===== src/rtl/i2c_cmd_sequencer.sv =====
// Command sequencer in front of i2c_master: queues host transactions, issues them one at a time,
// retries failed attempts after a backoff and reports one status pulse per retired command.
module i2c_cmd_sequencer #(
  parameter int DEPTH       = 4,
  parameter int RETRY_MAX   = 2,
  parameter int BACKOFF_CYC = 64,
  parameter int TIMEOUT_CYC = 4096
) (
  input  logic                     clk,
  input  logic                     rst,
  input  logic                     in_valid,
  output logic                     in_ready,
  input  logic [15:0]              in_addr,
  input  logic [23:0]              in_data,
  input  logic [1:0]               in_len,
  output logic                     m_valid_cmd,
  output logic [15:0]              m_addr,
  output logic [23:0]              m_data,
  output logic [7:0]               m_len,
  input  logic                     m_done,
  input  logic                     m_error,
  output logic                     st_valid,
  output logic                     st_ok,
  output logic                     st_timeout,
  output logic [1:0]               st_tries,
  output logic                     busy,
  output logic [$clog2(DEPTH):0]   fifo_count
);

  localparam int PTR_W   = $clog2(DEPTH);
  localparam int CNT_W   = PTR_W + 1;
  localparam int TMR_LIM = (TIMEOUT_CYC > BACKOFF_CYC) ? TIMEOUT_CYC : BACKOFF_CYC;
  localparam int TMR_W   = $clog2(TMR_LIM) + 1;
  localparam int ENT_W   = 16 + 24 + 2;

  typedef enum logic [2:0] {
    IDLE    = 3'd0,
    ISSUE   = 3'd1,
    WAIT    = 3'd2,
    BACKOFF = 3'd3,
    REPORT  = 3'd4
  } state_t;

  state_t             state_reg, state_next;
  logic [PTR_W-1:0]   wr_ptr_reg, rd_ptr_reg;
  logic [CNT_W-1:0]   count_reg;
  logic [TMR_W-1:0]   timer_reg, timer_next;
  logic [1:0]         tries_reg, tries_next;
  logic               ok_reg, ok_next;
  logic               to_reg, to_next;
  logic [ENT_W-1:0]   head_reg;
  logic [ENT_W-1:0]   mem [DEPTH];
  logic [ENT_W-1:0]   entry_in;
  logic [1:0]         len_store;
  logic               push, pop, load_head;

  // A length of 0 is stored as 3 so the head register always holds a legal byte count.
  assign len_store = (in_len == 2'd0) ? 2'd3 : in_len;
  assign entry_in  = {in_addr, in_data, len_store};

  assign in_ready  = (count_reg != CNT_W'(DEPTH));
  assign push      = in_valid && in_ready;
  assign load_head = (state_reg == IDLE) && (count_reg != '0);

  always_ff @(posedge clk) begin
    if (push) begin
      mem[wr_ptr_reg] <= entry_in;
    end
  end

  // Head is captured on the way into ISSUE and held until the next command, so pushes never disturb it.
  always_ff @(posedge clk or negedge rst) begin
    if (!rst) begin
      head_reg <= '0;
    end else if (load_head) begin
      head_reg <= mem[rd_ptr_reg];
    end
  end

  always_ff @(posedge clk or negedge rst) begin
    if (!rst) begin
      wr_ptr_reg <= '0;
      rd_ptr_reg <= '0;
      count_reg  <= '0;
    end else begin
      if (push) begin
        wr_ptr_reg <= wr_ptr_reg + 1'b1;
      end
      if (pop) begin
        rd_ptr_reg <= rd_ptr_reg + 1'b1;
      end
      if (push && !pop) begin
        count_reg <= count_reg + 1'b1;
      end else if (pop && !push) begin
        count_reg <= count_reg - 1'b1;
      end
    end
  end

  always_ff @(posedge clk or negedge rst) begin
    if (!rst) begin
      state_reg <= IDLE;
      timer_reg <= '0;
      tries_reg <= '0;
      ok_reg    <= 1'b0;
      to_reg    <= 1'b0;
    end else begin
      state_reg <= state_next;
      timer_reg <= timer_next;
      tries_reg <= tries_next;
      ok_reg    <= ok_next;
      to_reg    <= to_next;
    end
  end

  always_comb begin
    state_next  = state_reg;
    timer_next  = timer_reg;
    tries_next  = tries_reg;
    ok_next     = ok_reg;
    to_next     = to_reg;
    m_valid_cmd = 1'b0;
    st_valid    = 1'b0;
    pop         = 1'b0;
    case (state_reg)
      IDLE: begin
        if (count_reg != '0) begin
          state_next = ISSUE;
        end
      end
      ISSUE: begin
        m_valid_cmd = 1'b1;
        timer_next  = '0;
        state_next  = WAIT;
      end
      WAIT: begin
        timer_next = timer_reg + 1'b1;
        // A completion in the same cycle as the timeout takes priority.
        if (m_done && !m_error) begin
          ok_next    = 1'b1;
          to_next    = 1'b0;
          state_next = REPORT;
        end else if (m_done || (timer_reg == TMR_W'(TIMEOUT_CYC - 1))) begin
          if (tries_reg < 2'(RETRY_MAX)) begin
            tries_next = tries_reg + 1'b1;
            timer_next = '0;
            state_next = BACKOFF;
          end else begin
            ok_next    = 1'b0;
            to_next    = !m_done;
            state_next = REPORT;
          end
        end
      end
      BACKOFF: begin
        timer_next = timer_reg + 1'b1;
        if (timer_reg == TMR_W'(BACKOFF_CYC - 1)) begin
          state_next = ISSUE;
        end
      end
      REPORT: begin
        st_valid   = 1'b1;
        pop        = 1'b1;
        tries_next = '0;
        state_next = IDLE;
      end
      default: begin
        state_next = IDLE;
      end
    endcase
  end

  assign st_ok      = st_valid && ok_reg;
  assign st_timeout = st_valid && to_reg;
  assign st_tries   = st_valid ? tries_reg : 2'd0;

  assign m_addr     = head_reg[ENT_W-1 -: 16];
  assign m_data     = head_reg[25:2];
  assign m_len      = {6'd0, head_reg[1:0]};

  assign busy       = (state_reg != IDLE) || (count_reg != '0);
  assign fifo_count = count_reg;

endmodule


===== config.mk =====
export PLATFORM = sky130hd
export DESIGN_NAME = i2c_cmd_sequencer
export DESIGN_NICKNAME = d
export VERILOG_FILES = /design/src/rtl/i2c_cmd_sequencer.sv
export SDC_FILE = /design/constraint.sdc
export NUM_CORES = 1
export LEC_CHECK = 0
export BUFFER_PORTS_ARGS = -buffer_cell sky130_fd_sc_hd__buf_2
export CORE_UTILIZATION = 45
export DETAILED_ROUTE_END_ITERATION = 10
export GPL_TIMING_DRIVEN = 0
export PLACE_DENSITY_LB_ADDON = 0.05
export SYNTH_ARGS = -nofsm -noshare
export SYNTH_HDL_FRONTEND = slang
export SYNTH_SLANG_ARGS = --single-unit

===== constraint.sdc =====
create_clock -name clk -period 2.4 [get_ports clk]
set_input_delay 0.12 -clock clk [delete_from_list [all_inputs] [get_ports clk]]
set_output_delay 0.12 -clock clk [all_outputs]
set_load 0.02 [all_outputs]

# ---- Word level (Yosys, flattened, before mapping)
# Memories as Yosys holds them, arrays and structs flattened. A register that Yosys moved wholly into a read port is not among the register bits.
# Index checks and enable logic that the tools add are counted.
dict set report classes {
  n_mul 0
  magnitude_cmp 1
  bitwise 0
  n_addsub 6
  muxes 28
  eq_ne 14
  shifts 0
  div_mod_pow 0
  n_reduce_logical 25
}
# op n
set op_table {}
lappend op_table {{$mux 13} 3}
lappend op_table {{$pmux 13 s3} 1}
lappend op_table {{$mux 3} 7}
lappend op_table {{$add 13x1->13 const B} 1}
lappend op_table {{$eq 13x12->1 const B} 1}
lappend op_table {{$eq 13x6->1 const B} 1}
lappend op_table {{$pmux 3 s4} 1}
lappend op_table {{$mux 1} 10}
lappend op_table {{$mux 2} 5}
lappend op_table {{$ne 2x2->1 const B} 5}
lappend op_table {{$reduce_bool 3->1} 3}
lappend op_table {{$logic_and 1x1->1} 7}
lappend op_table {{$add 2x1->2 const B} 3}
lappend op_table {{$eq 3x2->1 const B} 2}
lappend op_table {{$ne 3x3->1 const B} 2}
lappend op_table {{$reduce_and 3->1} 2}
lappend op_table {{$reduce_bool 2->1} 3}
lappend op_table {{$logic_not 1->1} 5}
lappend op_table {{$pmux 2 s2} 1}
lappend op_table {{$reduce_and 4->1} 1}
lappend op_table {{$add 3x1->3 const B} 1}
lappend op_table {{$eq 3x1->1 const B} 1}
lappend op_table {{$eq 3x3->1 const B} 1}
lappend op_table {{$logic_not 3->1} 1}
lappend op_table {{other kinds (5)} 6}
dict set report word_totals {
  memories 1
  word_cells 83
  ram_bits 168
  register_bits 27
  latch_bits 0
  input_bits 47
  mem_bits_ro 0
  output_inout_bits 59
}
# name words width read_ports rd_clocked_by_memory_dff write_ports line
set mem_list {}
lappend mem_list {mem 4 42 1 1 1 52} ;# logic [ENT_W-1:0] mem [DEPTH];

# ---- Longest topological paths before layout
# Gate-level depths: netlist of the first run.
dict set report logic_depth {
  word_depth 6
  ltp_mapped 9
}

# ---- Worst setup path after synthesis of the first run
# Ideal clock, no wire load.
dict set report synth_timing {
  kind {register to register}
  startpoint {register count_reg[0] (netlist: fifo_count[0])}
  endpoint {memory mem[0][0] in the netlist's numbering, enable pin}
  setup_slack_ps 72
  required_time_ps 1996
  stages_incl_launch_ff 4
  path_buffers 0
  setup_ps 404
  arrival_time_ps 1924
  path_cell_list {dfrtp_1 > nor2_1 > nand2_1 > and3_1}
}
dict set report synth_via {
  elab_chain_len 4
}
# element line
set synth_rtl {}
lappend synth_rtl {{from (decl)} 46} ;# logic [CNT_W-1:0] count_reg;
lappend synth_rtl {{from (signal assigned)} 93} ;# count_reg <= count_reg + 1'b1;
lappend synth_rtl {{from (signal assigned)} 95} ;# count_reg <= count_reg - 1'b1;
lappend synth_rtl {{$ne 3x3->1} 61} ;# assign in_ready = (count_reg != CNT_W'(DEPTH));
lappend synth_rtl {{net in_ready} 12} ;# output logic in_ready,
lappend synth_rtl {{$logic_and 1x1->1} 62} ;# assign push = in_valid && in_ready;
lappend synth_rtl {{$mux 1} 66} ;# if (push) begin
lappend synth_rtl {{$mux 1 (not written as such)} 67} ;# mem[wr_ptr_reg] <= entry_in;
lappend synth_rtl {{to (decl)} 52}
# The timed path passes the listed nets, and every way through them passes these cells.

# ---- Final worst setup path of the first run
dict set report layout_timing {
  startpoint {register state_reg[0]}
  endpoint {register count_reg[1] (netlist: fifo_count[1])}
}
dict set report layout_via {
  elab_chain_len 5
}
# element line
set layout_rtl {}
lappend layout_rtl {{from (decl)} 44} ;# state_t state_reg, state_next;
lappend layout_rtl {{from (signal assigned)} 108} ;# state_reg <= state_next;
lappend layout_rtl {{$eq 3x3->1 *} 125} ;# case (state_reg)
lappend layout_rtl {{$mux 1 *} 125}
lappend layout_rtl {{$logic_not 1->1} 92} ;# if (push && !pop) begin
lappend layout_rtl {{$logic_and 1x1->1} 92}
lappend layout_rtl {{$mux 3 or $reduce_bool 2->1 (tied branches)} n/a}
# Every way passes the cells marked *; elsewhere a longest branch is shown, timed or not.
# A chain may end at the register's enable or synchronous reset.

==> results of run 1 <==
power by group through the flow:
stage	clock network [mW]	registers, mW	logic (mW)
finish	3.82	6.01	4.66
global route	4.08	6.13	5.07
CTS	3.92	6.02	4.78
detailed placement	0	6.09	4.72
global placement	0	6.09	4.54
floorplan	0	6.50	2.81
cells in the mapped netlist (4+ instances only):
cell type	n
and3_1	7
nand4_1	4
edfxtp_1	168
a21oi_1	4
nor3_1	4
nand3_1	6
o211ai_1	7
mux2_2	42
buf_2	4
clkbuf_1	5
mux4_2	42
buf_6	9
o21ai_0	4
nand2b_1	4
nor2b_1	6
nor2_1	8
nand2_1	24
buf_4	8
inv_1	11
and2_1	6
ha_1	6
dfrtp_1	69
layer usage:
metal  wire (µm)  track usage  up-vias
li1            -            -     2316
met2        8860        0.290      110
met5           0            0        -
met3         771       0.0338       22
met4         322       0.0401        0
met1        7940        0.237     2557
kinds of logic (layout without fill, tap and decap cells):
family | count (synthesis) | after routing | synth area share
flip-flops | 237 | 237 | 0.723
multiplexers | 87 | 87 | 0.155
AND/OR/NAND/NOR | 86 | 86 | 0.0524
buffers and inverters | 37 | 233 | 0.0258
AO/OA/AOI/OAI | 35 | 35 | 0.0280
adder cells (fa/ha/maj) | 7 | 7 | 0.0101
XOR/XNOR | 6 | 6 | 0.00561
other | 1 | 6 | 0.000400
critical path: stages (launching register included):
cell and delay (ns):
dfrtp_1 0.35, buf_2 0.19, nor3b_4 0.39, inv_1 0.17, ha_1 0.23, inv_1 0.07, fa_1 0.41, mux2_2 0.27
per-stage QoR:
stage          TNS [ns]  instance area, µm²
6_report              0               11600
5_1_grt               0               11600
4_1_cts               0               11600
3_5_place_dp          0               10300
3_3_place_gp    -114.58               10200
2_1_floorplan         0                9390
placed cells by master, fill, tap and decap left out, drive strengths merged, types with 7 or more instances in the layout:
cell type,instances
nor2,9
o21ai,8
dlygate4sd3,45
mux4,42
buf,124
nand2,24
and2,7
clkinv,8
clkbuf,41
mux2,44
inv,11
edfxtp,168
o211ai,7
dfrtp,69
and3,7
final timing paths:
kind                         startpoint            end  slack, ns  cells past startpoint
max in group asynchronous           rst   timer_reg[9]       1.70                      3
hold reg to reg            head_reg[17]   head_reg[17]       0.48                      1
setup / recovery           state_reg[0]  fifo_count[1]       0.21                      7
setup reg to reg           state_reg[0]  fifo_count[1]       0.21                      7
hold / removal                  m_error         ok_reg       0.04                      3
min in group asynchronous           rst   head_reg[19]       0.11                      2
what timing repair did:
item,in CTS,in global routing
endpoints found under the hold margin,203,0
setup endpoints to repair,0,1
resized for setup,0,1
hold buffers,45,0
cell type report:
class,count,area [µm²],area share
Multi-Input combinational cell,227,2390,0.205
Sequential cell,237,6770,0.583
Inverter,11,41.3,0.00355
Timing Repair Buffer,148,1050,0.0904
Clock inverter,12,126,0.0109
Tap cell,270,338,0.0291
Clock buffer,36,708,0.0609
Buffer,26,200,0.0172
==> flow_summary_export.csv, run 1 <==
group,metric,value,unit
timing,finalWorstSetupSlack,0.208,ns
power,internal_power,10.0,mW
timing,grt_setup_unrepaired,"no",
timing,relSlewSlack,0.520,
die,die_area,0.0214,mm²
placement,gp_congestion,0.829,
global_routing,grt_start_max_net_pins,41,
final_layout,num_antenna_cells,0,
die,initial_utilization,0.462,
cts,tritoncts,"yes",
placement,portBuffers,98,
final_layout,post-route-util,0.573,
timing,drv_slew,0,
cts,clkSlewWorstSetupHoldPaths,0.06,ns
cts,h-tree-depth,1,
power,power,14.5,mW
cts,cts_buffers,26,
power,combPwrFrac,0.322,
power,p_leak,4.33,nW
worst_setup_path,required,2.80,ns
routing,first_pass_iters,5,
power,ir_drop,0.000624,V
synthesis,synth_top_area_share,0.538,
final_layout,area_growth,24.1,%
cts,cts_sinks,237,
timing,tightest_slew,0.721,ns
timing,hold-worst-slack,0.0394,ns
cts,clk_latency,0.53,ns
cts,cts_root_buf,"clkbuf_16",
synthesis,synthFlopType,"edfxtp_1",
global_routing,grt_pass1_vias,5193,
power,sw_frac_of_total,0.309,
worst_setup_path,critPathMaxFanout,9,
die,dieHeight,146,µm
timing,finalHoldViolCount,0,
outcome,status,"complete, no violations",
global_routing,grt_pass1_wl,28600,µm
synthesis,synth_seq_cells,237,
synthesis,synth.area.top_cells,"edfxtp_1, dfrtp_1, mux4_2, mux2_2, buf_6",
synthesis,synth_edf_count,168,
timing,fin_crit_sh,0.913,
final_layout,drive_gt1_frac,0.376,
final_layout,largest_register_ff_count,168,
worst_setup_path,worstSetupPathType,"register to register",
power,clockPowerShare,0.263,
synthesis,synthArstFlopShare,0.291,
cts,postCtsSetupBuffers,0,
routing,wl_per_cell,18.5,µm
routing,dr.first_iter.drc_count,220,
power,p_seq_frac,0.415,
synthesis,synthCells,496,
run,drv.max_cap_violation_count,0,
placement,hpwl,11000,µm
timing,min_period,2.19,ns
placement,placed_cells,874,
timing,finalClockSkew,0.0193,ns
synthesis,synth.avg_cell_area,18.9,µm²
worst_hold_path,holdCritPathClass,"input port to register",
power,power.density,1250,mW/mm²
routing,avgViaCountPerCell,5.18,
routing,vias,5005,
final_layout,fillers,1628,
die,io_pins,106,
cts,cts_max_path_buffers,3,
timing,setup_violations,0,
synthesis,synth_cell_type_count,55,
die,core,0.0203,mm²
synthesis,synth_top_area_cell,"edfxtp_1",
worst_setup_path,crit_path_end_kind,"register",
power,p_sw,4.47,mW
worst_setup_path,start_kind,"register",
global_routing,grtUsageTotal,0.174,
routing,drcViolationCount,0,
synthesis,ys_seq_area_frac,0.723,
die,row_count,52,
final_layout,final_nets,731,
synthesis,yosys_warnings,0,
final_layout,final_cells,967,
global_routing,grt-ovfl-total,0,
routing,postRouteWirelength,17900,µm
worst_setup_path,critPathArrivalTime,2.59,ns
routing,ant_nets,0,
timing,clock.fmax,456,MHz
global_routing,grt_antenna_before_repair,0,
placement,post-place-ws,0.0593,ns
synthesis,syn_area,0.00937,mm²
die,die_x,146,µm
(Power assumes the default switching activity.)
==> run 2: changes to the inputs <==
==> constraint.sdc (replaced) <==
create_clock -name clk -period 2.3 [get_ports clk]
set_input_delay 0.115 -clock clk [delete_from_list [all_inputs] [get_ports clk]]
set_output_delay 0.115 -clock clk [all_outputs]
set_load 0.02 [all_outputs]
==> run 2 against run 1 <==
Combinational power grew 2%. Final area is 0.34% lower. Cell count is 0.31% lower. Non-clock buffer count shrank 3. Clock skew down 0.0024 ns. Clock-buffer cell count did not move. Critical path depth unchanged. Wire length shrank 0.93%. Die area unchanged. Global-route usage grew 0.13 points. Sequential power is 4.7% higher. Fmax up 1.0%. Critical path type unchanged. Critical endpoint unchanged.
==> flow_summary_export.csv, run 2 (synthesized netlist as in run 1, its figures left out) <==
group,metric,value,unit
placement,gp_congestion,0.784,
cts,postCtsSetupBuffers,0,
routing,drcViolationCount,0,
routing,top_layer,"met4",
worst_setup_path,required,2.70,ns
cts,cts_sinks,237,
worst_setup_path,start_kind,"register",
worst_setup_path,crit_slowest_cell,"fa_1",
placement,hpwl,10700,µm
run,drv.max_cap_violation_count,0,
power,power.density,1310,mW/mm²
timing,finalWorstSetupSlack,0.131,ns
global_routing,grt_antenna_before_repair,0,
timing,tightest_slew,1.22,ns
worst_hold_path,hold_path_end,"wr_ptr_reg[0]",
timing,fin_setup_tns,0,ns
cts,cts_root_buf,"clkbuf_16",
worst_setup_path,critPathMaxStageDelay,0.41,ns
worst_setup_path,crit_path_end_kind,"register",
power,ir_drop,0.000706,V
die,core,0.0203,mm²
final_layout,most-common-layout-cells,"edfxtp_1, buf_2, dfrtp_1",
timing,grt_setup_unrepaired,"yes",
outcome,status,"complete, no violations",
final_layout,drive_gt1_frac,0.373,
final_layout,final_nets,728,
global_routing,grt_pass1_vias,5279,
die,dieHeight,146,µm
cts,cts_buffers,26,
cts,tritoncts,"yes",
final_layout,num_antenna_cells,0,
worst_hold_path,holdCritPathClass,"input port to register",
global_routing,grt-ovfl-total,0,
worst_hold_path,min_from,"in_valid",
final_layout,area_growth,23.6,%
timing,min_period,2.17,ns
global_routing,grtUsageTotal,0.175,
worst_setup_path,r2r_end,"fifo_count[1]",
global_routing,grt_start_max_net_pins,48,
worst_setup_path,crit_top_cell,"inv_1",
timing,setup_violations,0,
worst_setup_path,path_buf_inv,3,
final_layout,largest_register_ff_count,168,
worst_setup_path,path_delay_family,"adder cells",
timing,finalClockSkew,0.0169,ns
die,die_x,146,µm
routing,ant_nets,0,
cts,cts_max_path_buffers,3,
die,io_pins,106,
final_layout,final_common_cell,"edfxtp_1",
routing,postRouteWirelength,17700,µm
worst_setup_path,worstSetupPathType,"register to register",
power,p_leak,4.33,nW
routing,wl_per_cell,18.4,µm
die,row_count,52,
worst_setup_path,worstPathCellList,"buf_2 > nor3b_4 > inv_1 > ha_1 > inv_1 > fa_1 > mux2_2",
die,initial_utilization,0.462,
worst_setup_path,reg2reg_depth,7,
routing,dr.first_iter.drc_count,212,
timing,fin_crit_sh,0.943,
global_routing,grt_pass1_wl,28700,µm
routing,wl_met1,7770,µm
routing,first_pass_iters,7,
routing,wl_met3,725,µm
routing,vias,4967,
timing,drv_slew,0,
cts,clkSlewWorstSetupHoldPaths,0.06,ns
routing,wl_met2,8820,µm
cts,clk_latency,0.53,ns
timing,relSlewSlack,0.188,
worst_hold_path,min_path_cells,3,
die,die_area,0.0214,mm²
timing,clock.fmax,461,MHz
timing,finalHoldViolCount,0,
placement,portBuffers,98,
worst_setup_path,r2r_start,"state_reg[0]",
worst_setup_path,reg2reg_slack,0.13,ns
worst_setup_path,critPathMaxFanout,9,
cts,h-tree-depth,1,
worst_setup_path,critPathArrivalTime,2.57,ns
placement,post-place-ws,-0.0248,ns
routing,avgViaCountPerCell,5.15,
## run 2: layout make-up
class                           instances  area (µm²)
Sequential cell                       237        6770
Tap cell                              270         338
Buffer                                 26         200
Multi-Input combinational cell        227        2390
Inverter                               11        41.3
Fill cell                            1645        8720
Clock buffer                           36         718
Clock inverter                         12         146
Timing Repair Buffer                  145         981
## run 2: routing by layer
metal	track usage	vias to the layer above
met1	0.234	2529
met5	0	-
met2	0.299	104
met3	0.0300	29
met4	0.0448	0
li1	-	2305
## run 2: tightest hold or removal path: cells and delay by family
family	cells	cell delay (ns)
xor+xnor	1	0.09
simple gates	1	0.21
buf+inv	1	0.11
## run 2: worst max path at each step
| stage | cells past startpoint | from | to | slack [ns] |
|---|---|---|---|---|
| 6_report | 7 | state_reg[0] | fifo_count[1] | 0.13 |
| 5_1_grt | 3 | fifo_count[0] | mem[0][27] | -0.01 |
| 4_1_cts | 7 | state_reg[0] | fifo_count[1] | 0.10 |
| 3_5_place_dp | 7 | state_reg[0] | fifo_count[1] | -0.02 |
| 3_3_place_gp | 7 | state_reg[0] | fifo_count[1] | 0.02 |
| 2_1_floorplan | 7 | state_reg[0] | fifo_count[1] | 0.02 |
## run 2: timing repair
action	CTS	global route
endpoints found under the setup margin	1	49
endpoints found under the hold margin	240	0
gates cloned	0	0
hold buffers	46	0
pin swaps	0	1
gates resized for setup	1	1
## run 2: per-stage QoR
stage / util / instance area [µm²] / hold WS (ns) / instances / total power [mW]
after detailed placement: 0.505 / 10300 / 0.0844 / 870 / 11.2
final: 0.571 / 11600 / 0.0542 / 964 / 15.2
after CTS: 0.571 / 11600 / 0.0701 / 964 / 15.5
after floorplan: - / 9390 / -0.181 / 501 / 9.70
after global routing: 0.571 / 11600 / 0.0940 / 964 / 16.0
after global placement: 0.504 / 10200 / 0.323 / 869 / 11.1
## run 2: power breakdown
group	switching [mW]	internal (mW)
Combinational	2.57	2.19
Clock	1.61	2.52
Sequential	0.465	5.82
